[src/rtl/fpu_seq_ctrl_pkg.sv]
// Shared definitions for the FPU sequencer: state encoding, F-type opcode
// and err_sticky bit positions.
package fpu_ctrl_pkg;

  typedef enum logic [1:0] {
    S_IDLE  = 2'd0,
    S_ISSUE = 2'd1,
    S_EXEC  = 2'd2,
    S_WB    = 2'd3
  } fpu_state_e;

  localparam logic [2:0] OP_FINST = 3'b110;

  localparam int unsigned ERR_FPU_BIT = 0;
  localparam int unsigned ERR_TMO_BIT = 1;

  function automatic logic is_finst(input logic [2:0] op);
    return op == OP_FINST;
  endfunction

endpackage

[src/rtl/fpu_seq_ctrl_if.sv]
// FPU request/done handshake and register-file write-port request, seen from
// the sequencer (master) and from the FPU / write-port arbiter (slave).
interface fpu_seq_ctrl_if #(
  parameter int unsigned XLEN   = 32,
  parameter int unsigned REG_AW = 5
);
  logic              fpu_req;
  logic [2:0]        fpu_funct;
  logic              fpu_ack;
  logic              fpu_done;
  logic              fpu_err;
  logic [XLEN-1:0]   fpu_result;

  logic              wb_req;
  logic              wb_grant;
  logic [REG_AW-1:0] wb_rd;
  logic [XLEN-1:0]   wb_data;

  modport master (
    output fpu_req, fpu_funct, wb_req, wb_rd, wb_data,
    input  fpu_ack, fpu_done, fpu_err, fpu_result, wb_grant
  );

  modport slave (
    input  fpu_req, fpu_funct, wb_req, wb_rd, wb_data,
    output fpu_ack, fpu_done, fpu_err, fpu_result, wb_grant
  );
endinterface

[src/rtl/fpu_seq_ctrl_wdog.sv]
// EXEC-phase watchdog: saturating cycle counter that flags expiry once it has
// sat at TIMEOUT-1 while enabled.
module fpu_wdog #(
  parameter int unsigned TIMEOUT = 64
) (
  input  logic clk,
  input  logic rst_n,
  input  logic clear,
  input  logic enable,
  output logic expired
);

  localparam int unsigned    CW   = $clog2(TIMEOUT);
  localparam logic [CW-1:0]  LAST = CW'(TIMEOUT - 1);

  logic [CW-1:0] cnt_q;
  logic [CW-1:0] cnt_d;

  always_comb begin
    cnt_d = cnt_q;
    if (clear) begin
      cnt_d = '0;
    end else if (enable && (cnt_q != LAST)) begin
      cnt_d = cnt_q + 1'b1;
    end
  end

  always_ff @(posedge clk or negedge rst_n) begin
    if (!rst_n) begin
      cnt_q <= '0;
    end else begin
      cnt_q <= cnt_d;
    end
  end

  assign expired = enable && (cnt_q == LAST);

endmodule

[src/rtl/fpu_seq_ctrl.sv]
// Single-outstanding F-instruction sequencer: FPU handshake, destination
// hazard stalls and result writeback through the shared register write port.
module fpu_seq_ctrl
  import fpu_ctrl_pkg::*;
#(
  parameter int unsigned XLEN    = 32,
  parameter int unsigned REG_AW  = 5,
  parameter int unsigned TIMEOUT = 64
) (
  input  logic              clk,
  input  logic              rst_n,

  input  logic              id_valid,
  input  logic [2:0]        id_op,
  input  logic [2:0]        id_funct,
  input  logic [REG_AW-1:0] id_rd,
  input  logic [REG_AW-1:0] id_rs1,
  input  logic [REG_AW-1:0] id_rs2,
  input  logic              flush,
  output logic              stall_o,

  fpu_seq_ctrl_if.master    bus,

  output logic              busy,
  output logic [1:0]        err_sticky,
  input  logic              err_clr
);

  fpu_state_e        state_q, state_d;
  logic [REG_AW-1:0] pend_rd_q, pend_rd_d;
  logic [2:0]        funct_q, funct_d;
  logic [XLEN-1:0]   wb_data_q, wb_data_d;
  logic              fpu_req_q, fpu_req_d;
  logic              wb_req_q, wb_req_d;
  logic [1:0]        err_q, err_d;
  logic [1:0]        err_set;

  logic wdog_clear;
  logic wdog_en;
  logic wdog_expired;

  logic not_idle;
  logic pend_live;
  logic haz_struct;
  logic haz_raw;
  logic haz_waw;

  assign wdog_clear = (state_q == S_ISSUE) && bus.fpu_ack;
  assign wdog_en    = (state_q == S_EXEC);

  fpu_wdog #(
    .TIMEOUT(TIMEOUT)
  ) u_wdog (
    .clk    (clk),
    .rst_n  (rst_n),
    .clear  (wdog_clear),
    .enable (wdog_en),
    .expired(wdog_expired)
  );

  // Hazards are only meaningful while an operation is pending; x0 never aliases.
  assign not_idle   = (state_q != S_IDLE);
  assign pend_live  = (pend_rd_q != '0);
  assign haz_struct = is_finst(id_op);
  assign haz_raw    = pend_live && ((id_rs1 == pend_rd_q) || (id_rs2 == pend_rd_q));
  assign haz_waw    = pend_live && (id_rd == pend_rd_q);

  always_comb begin
    stall_o = 1'b0;
    if (id_valid && !flush && not_idle) begin
      stall_o = haz_struct || haz_raw || haz_waw;
    end
  end

  always_comb begin
    state_d   = state_q;
    pend_rd_d = pend_rd_q;
    funct_d   = funct_q;
    wb_data_d = wb_data_q;
    err_set   = '0;

    unique case (state_q)
      S_IDLE: begin
        if (id_valid && is_finst(id_op) && !flush) begin
          state_d   = S_ISSUE;
          pend_rd_d = id_rd;
          funct_d   = id_funct;
        end
      end

      // An ack coinciding with flush means the FPU already took the op.
      S_ISSUE: begin
        if (bus.fpu_ack) begin
          state_d = S_EXEC;
        end else if (flush) begin
          state_d = S_IDLE;
        end
      end

      S_EXEC: begin
        if (bus.fpu_done) begin
          if (bus.fpu_err) begin
            err_set[ERR_FPU_BIT] = 1'b1;
            state_d              = S_IDLE;
          end else begin
            wb_data_d = bus.fpu_result;
            state_d   = (pend_rd_q == '0) ? S_IDLE : S_WB;
          end
        end else if (wdog_expired) begin
          err_set[ERR_TMO_BIT] = 1'b1;
          state_d              = S_IDLE;
        end
      end

      S_WB: begin
        if (bus.wb_grant) begin
          state_d = S_IDLE;
        end
      end

      default: state_d = S_IDLE;
    endcase

    fpu_req_d = (state_d == S_ISSUE);
    wb_req_d  = (state_d == S_WB);
    err_d     = (err_clr ? 2'b00 : err_q) | err_set;
  end

  always_ff @(posedge clk or negedge rst_n) begin
    if (!rst_n) begin
      state_q   <= S_IDLE;
      pend_rd_q <= '0;
      funct_q   <= '0;
      wb_data_q <= '0;
      fpu_req_q <= 1'b0;
      wb_req_q  <= 1'b0;
      err_q     <= '0;
    end else begin
      state_q   <= state_d;
      pend_rd_q <= pend_rd_d;
      funct_q   <= funct_d;
      wb_data_q <= wb_data_d;
      fpu_req_q <= fpu_req_d;
      wb_req_q  <= wb_req_d;
      err_q     <= err_d;
    end
  end

  assign bus.fpu_req   = fpu_req_q;
  assign bus.fpu_funct = funct_q;
  assign bus.wb_req    = wb_req_q;
  assign bus.wb_rd     = pend_rd_q;
  assign bus.wb_data   = wb_data_q;

  assign busy       = not_idle;
  assign err_sticky = err_q;

endmodule

[src/flat_wrapper.sv]
// flat-port wrapper written by rule: the top's interface ports become plain ports
module fpu_seq_ctrl_flat import fpu_ctrl_pkg::*;
#(
  parameter int unsigned XLEN    = 32,
  parameter int unsigned REG_AW  = 5,
  parameter int unsigned TIMEOUT = 64
)
  (clk, rst_n, id_valid, id_op, id_funct, id_rd, id_rs1, id_rs2, flush, stall_o, busy, err_sticky, err_clr, bus_fpu_req, bus_fpu_funct, bus_wb_req, bus_wb_rd, bus_wb_data, bus_fpu_ack, bus_fpu_done, bus_fpu_err, bus_fpu_result, bus_wb_grant);
  fpu_seq_ctrl_if #(.XLEN(XLEN), .REG_AW(REG_AW)) bus_i ();
  input  logic clk;
  input  logic rst_n;
  input  logic id_valid;
  input  logic [2:0] id_op;
  input  logic [2:0] id_funct;
  input  logic [REG_AW-1:0] id_rd;
  input  logic [REG_AW-1:0] id_rs1;
  input  logic [REG_AW-1:0] id_rs2;
  input  logic flush;
  output logic stall_o;
  output logic busy;
  output logic [1:0] err_sticky;
  input  logic err_clr;
  output wire logic [$bits(bus_i.fpu_req)-1:0] bus_fpu_req;
  output wire logic [$bits(bus_i.fpu_funct)-1:0] bus_fpu_funct;
  output wire logic [$bits(bus_i.wb_req)-1:0] bus_wb_req;
  output wire logic [$bits(bus_i.wb_rd)-1:0] bus_wb_rd;
  output wire logic [$bits(bus_i.wb_data)-1:0] bus_wb_data;
  input wire logic [$bits(bus_i.fpu_ack)-1:0] bus_fpu_ack;
  input wire logic [$bits(bus_i.fpu_done)-1:0] bus_fpu_done;
  input wire logic [$bits(bus_i.fpu_err)-1:0] bus_fpu_err;
  input wire logic [$bits(bus_i.fpu_result)-1:0] bus_fpu_result;
  input wire logic [$bits(bus_i.wb_grant)-1:0] bus_wb_grant;
  assign bus_fpu_req = bus_i.fpu_req;
  assign bus_fpu_funct = bus_i.fpu_funct;
  assign bus_wb_req = bus_i.wb_req;
  assign bus_wb_rd = bus_i.wb_rd;
  assign bus_wb_data = bus_i.wb_data;
  assign bus_i.fpu_ack = bus_fpu_ack;
  assign bus_i.fpu_done = bus_fpu_done;
  assign bus_i.fpu_err = bus_fpu_err;
  assign bus_i.fpu_result = bus_fpu_result;
  assign bus_i.wb_grant = bus_wb_grant;
  fpu_seq_ctrl #(.XLEN(XLEN), .REG_AW(REG_AW), .TIMEOUT(TIMEOUT)) u_core (.clk(clk), .rst_n(rst_n), .id_valid(id_valid), .id_op(id_op), .id_funct(id_funct), .id_rd(id_rd), .id_rs1(id_rs1), .id_rs2(id_rs2), .flush(flush), .stall_o(stall_o), .bus(bus_i), .busy(busy), .err_sticky(err_sticky), .err_clr(err_clr));
endmodule
[config.mk]
export PLATFORM = sky130hd
export DESIGN_NAME = fpu_seq_ctrl_flat
export DESIGN_NICKNAME = d
export VERILOG_FILES = /design/src/rtl/fpu_seq_ctrl_pkg.sv /design/src/rtl/fpu_seq_ctrl_if.sv /design/src/rtl/fpu_seq_ctrl_wdog.sv /design/src/rtl/fpu_seq_ctrl.sv /design/src/flat_wrapper.sv
export SDC_FILE = /design/constraint.sdc
export NUM_CORES = 1
export LEC_CHECK = 0
export ABC_AREA = 0
export BUFFER_PORTS_ARGS = -buffer_cell sky130_fd_sc_hd__buf_2
export CAP_MARGIN = 20
export CORE_ASPECT_RATIO = 0.5
export CORE_MARGIN = 2
export CORE_UTILIZATION = 50
export CTS_BUF_LIST = sky130_fd_sc_hd__clkbuf_16
export CTS_CLUSTER_SIZE = 40
export DETAILED_ROUTE_END_ITERATION = 8
export PLACE_DENSITY = 0.92
export SETUP_SLACK_MARGIN = 0.02
export SLEW_MARGIN = 10
export SYNTH_ARGS = -nofsm -noshare
export SYNTH_HDL_FRONTEND = slang
export SYNTH_SLANG_ARGS = --single-unit
[constraint.sdc]
create_clock -name clk -period 3 [get_ports clk]
set_input_delay 0.45 -clock clk [delete_from_list [all_inputs] [get_ports clk]]
set_output_delay 0.45 -clock clk [all_outputs]
set_load 0.005 [all_outputs]
==> impl_metrics.json <==
{
  "routed_via_density": 5.12,
  "wl_um": 5180,
  "clkPwrFrac_pct": 25.2,
  "max_stage_delay_ns": 0.58,
  "rsz0062_at_grt": "false",
  "powerDensity_mw_per_mm2": 802,
  "port_buffers": 107,
  "setup_tns_ns": 0,
  "grt_antenna_before_repair": 0,
  "gp_congestion": 0.800,
  "multiInputGateArea_sq_um": 952,
  "numCtsBuffers": 5,
  "synth_edf_count": 0,
  "crit_arrival_ns": 1.88,
  "maxCapViolations": 0,
  "first_iter_violations": 48,
  "synthFlopType": "dfrtp_1",
  "synth_warnings": 0,
  "worst_pin_slew_ns": 0.555,
  "grt_pass1_vias": 1854,
  "vias": 1747,
  "grt_overflow": 0,
  "startpoint": "u_core.bus.wb_rd[0]",
  "power_mw": 2.46,
  "finalCritPeriodShare_pct": 77.7,
  "p_int_mw": 1.77,
  "netSwitchingPower_mw": 0.698,
  "drive_gt1_share_pct": 56.0,
  "reg2regPathDepth": 4,
  "pre_cts_slack_ns": 0.970,
  "grt_max_degree": 53,
  "r2r-end": "u_core.bus.wb_data[4]",
  "track_usage_pct": 20.4,
  "dieArea_sq_mm": 0.00519,
  "syn_inst": 173,
  "async_flop_share_pct": 100,
  "slew_headroom_pct": 63.0,
  "ios": 108,
  "synth_seq_cells": 52,
  "outcome": "finished, final reports clean",
  "synth_area_sq_mm": 0.00230,
  "antenna_cells": 0,
  "r2r_start": "u_core.state_q[0]",
  "seq_area_sq_mm": 0.00130,
  "cts_sinks": 52,
  "crit_chain": "or4_4 > o311ai_0 > a31oi_1 > buf_2",
  "worstSkewPairLatency_ns": 0.28,
  "place_hpwl_um": 3820,
  "drt_pass1_iterations": 4,
  "htreeDepth": 2,
  "reg2reg_setup_slack_ns": 1.16,
  "min_path_type": "in2async",
  "die_h_um": 51.9,
  "p_leak_nw": 1.58,
  "grt_first_pass_wirelength_um": 8160,
  "clockBufferDepth": 2,
  "p_seq_share_pct": 46.6,
  "finalHoldViolations": 0,
  "comb_power_share_pct": 28.2,
  "vdd_ir_drop_max_mv": 0.502,
  "hold_slack_ns": 0.153,
  "drcViolationCount": 0,
  "setup_violations": 0,
  "synthToLayoutAreaGrowth_pct": 33.7,
  "fillers": 314,
  "synth_cell_type_count": 35,
  "crit_type": "reg2out",
  "clk_pin_slew_ns": 0.06,
  "rows": 17,
  "switching_share_pct": 28.3,
  "cts_tree": "yes",
  "fp.dieW_um": 99.9,
  "cts_setup_buffers": 0,
  "critPathLaunchType": "flop",
  "cpMaxStageDelayCell": "or4_4",
  "yosysSeqAreaShare_pct": 56.6,
  "wl_per_cell_um": 15.2,
  "fmax_mhz": 429,
  "cts_resized": 0,
  "slew_viol_final": 0,
  "path_max_fanout": 6,
  "skew_ns": 0.00351,
  "antenna_left": 0,
  "core-area_sq_mm": 0.00440,
  "final.min_clock_period_ns": 2.33,
  "synth.avg_cell_area_sq_um": 13.3,
  "initial_core_util_pct": 52.2,
  "syn_nets": 236,
  "ctsRootBufferMaster": "clkbuf_16",
  "cts_hold_buf": 0,
  "timing.final.ws_setup_ns": 0.669,
  "worst_setup_path_end_kind": "output pin",
  "layout.nets": 346,
  "critPathRequiredTime_ns": 2.55,
  "endpoint": "stall_o"
}
==> layout make-up <==
class	instances	area share (%)
inverters	5	0.611
flip-flops and latches	52	42.4
repair buffers	109	18.3
clock buffers	5	4.07
multi-input cells	110	31.0
clock inverters	3	1.26
well taps	57	2.32
==> layer usage <==
| layer | part of all wire, % | track usage [%] | vias up |
|---|---|---|---|
| li1 | - | - | 830 |
| met1 | 38 | 22.5 | 833 |
| met2 | 54 | 38.6 | 70 |
| met3 | 4.8 | 3.76 | 14 |
| met4 | 2.9 | 10.7 | 0 |
| met5 | 0 | 0 | - |
==> placed cells by master, fill, tap and decap left out, types with 2 or more instances in the layout <==
cell / synthesis / routed
buf_2: 4 / 107
dfrtp_1: 52 / 52
mux2_2: 39 / 39
xor2_1: 9 / 9
xnor2_1: 9 / 9
inv_1: 5 / 6
nor2_1: 6 / 5
nand3_1: 5 / 5
clkbuf_16: 0 / 5
nand2b_1: 4 / 4
nor3_1: 4 / 4
nand2_1: 3 / 3
nor2b_1: 3 / 3
o21ai_0: 3 / 3
and2_1: 2 / 2
a31oi_1: 2 / 2
a21oi_1: 2 / 2
a211oi_1: 2 / 2
mux2i_1: 2 / 2
==> cells in the mapped netlist (all sizes together) (3+ instances only) <==
master	instances	area, sq um
buf	5	23.8
dfrtp	52	1300
inv	5	18.8
mux2	40	450
nand2	3	11.3
nand2b	4	25.0
nand3	5	25.0
nor2	7	33.8
nor2b	3	18.8
nor3	4	20.0
o21ai	3	15.0
xnor2	9	78.8
xor2	9	78.8
==> critical path, delay by kind of cell, from the launching register on <==
| family | cells | cell delay, ns |
|---|---|---|
| buffers and inverters | 1 | 0.14 |
| AND/OR/NAND/NOR | 1 | 0.58 |
| flip-flops | 1 | 0.46 |
| AO/OA/AOI/OAI | 2 | 0.42 |
==> power by group through the flow <==
| stage | clock network, mW | registers [mW] | logic (mW) |
|---|---|---|---|
| 2_1_floorplan | 0 | 1.14 | 0.345 |
| 3_3_place_gp | 0 | 1.13 | 0.666 |
| 3_5_place_dp | 0 | 1.15 | 0.697 |
| 4_1_cts | 0.638 | 1.15 | 0.705 |
| 5_1_grt | 0.671 | 1.18 | 0.766 |
| 6_report | 0.621 | 1.15 | 0.696 |
==> worst min path at each step <==
stage | endpoint | slack (ns) | cells after the start
2_1_floorplan | u_core.bus.fpu_funct[0] | 0.15 | 0
3_3_place_gp | u_core.bus.wb_data[1] | 0.47 | 1
3_5_place_dp | u_core.bus.fpu_funct[1] | 0.49 | 1
4_1_cts | u_core.err_sticky[0] | 0.36 | 2
5_1_grt | u_core.bus.wb_data[23] | 0.18 | 1
6_report | u_core.bus.wb_data[23] | 0.15 | 1
==> kinds of logic (layout without fill, tap and decap cells) <==
| family | Yosys count | in the layout | synth area share [%] |
|---|---|---|---|
| flops | 52 | 52 | 56.6 |
| mux | 42 | 42 | 20.5 |
| buf+inv | 11 | 122 | 2.02 |
| simple gates | 32 | 32 | 7.95 |
| fa+ha+maj | 1 | 1 | 0.545 |
| compound gates | 17 | 17 | 5.50 |
| xor+xnor | 18 | 18 | 6.86 |
==> per-stage QoR <==
step           utilization, %  instance area, sq um  std cells
2_1_floorplan               -                  2300        173
3_3_place_gp             65.6                  2890        332
3_5_place_dp             65.6                  2890        332
4_1_cts                  69.3                  3050        340
5_1_grt                  69.7                  3070        341
6_report                 69.7                  3070        341
==> sequential cells by signal (all words and copies together) (netlist names) <==
name	count
u_core.bus.fpu_funct	3
u_core.bus.wb_rd	5
u_core.u_wdog.cnt_q	6
u_core.bus.wb_req	1
u_core.bus.fpu_req	1
u_core.bus.wb_data	32
u_core.err_sticky	2
u_core.state_q	2
Note: power is estimated with default switching activity, not from simulation.
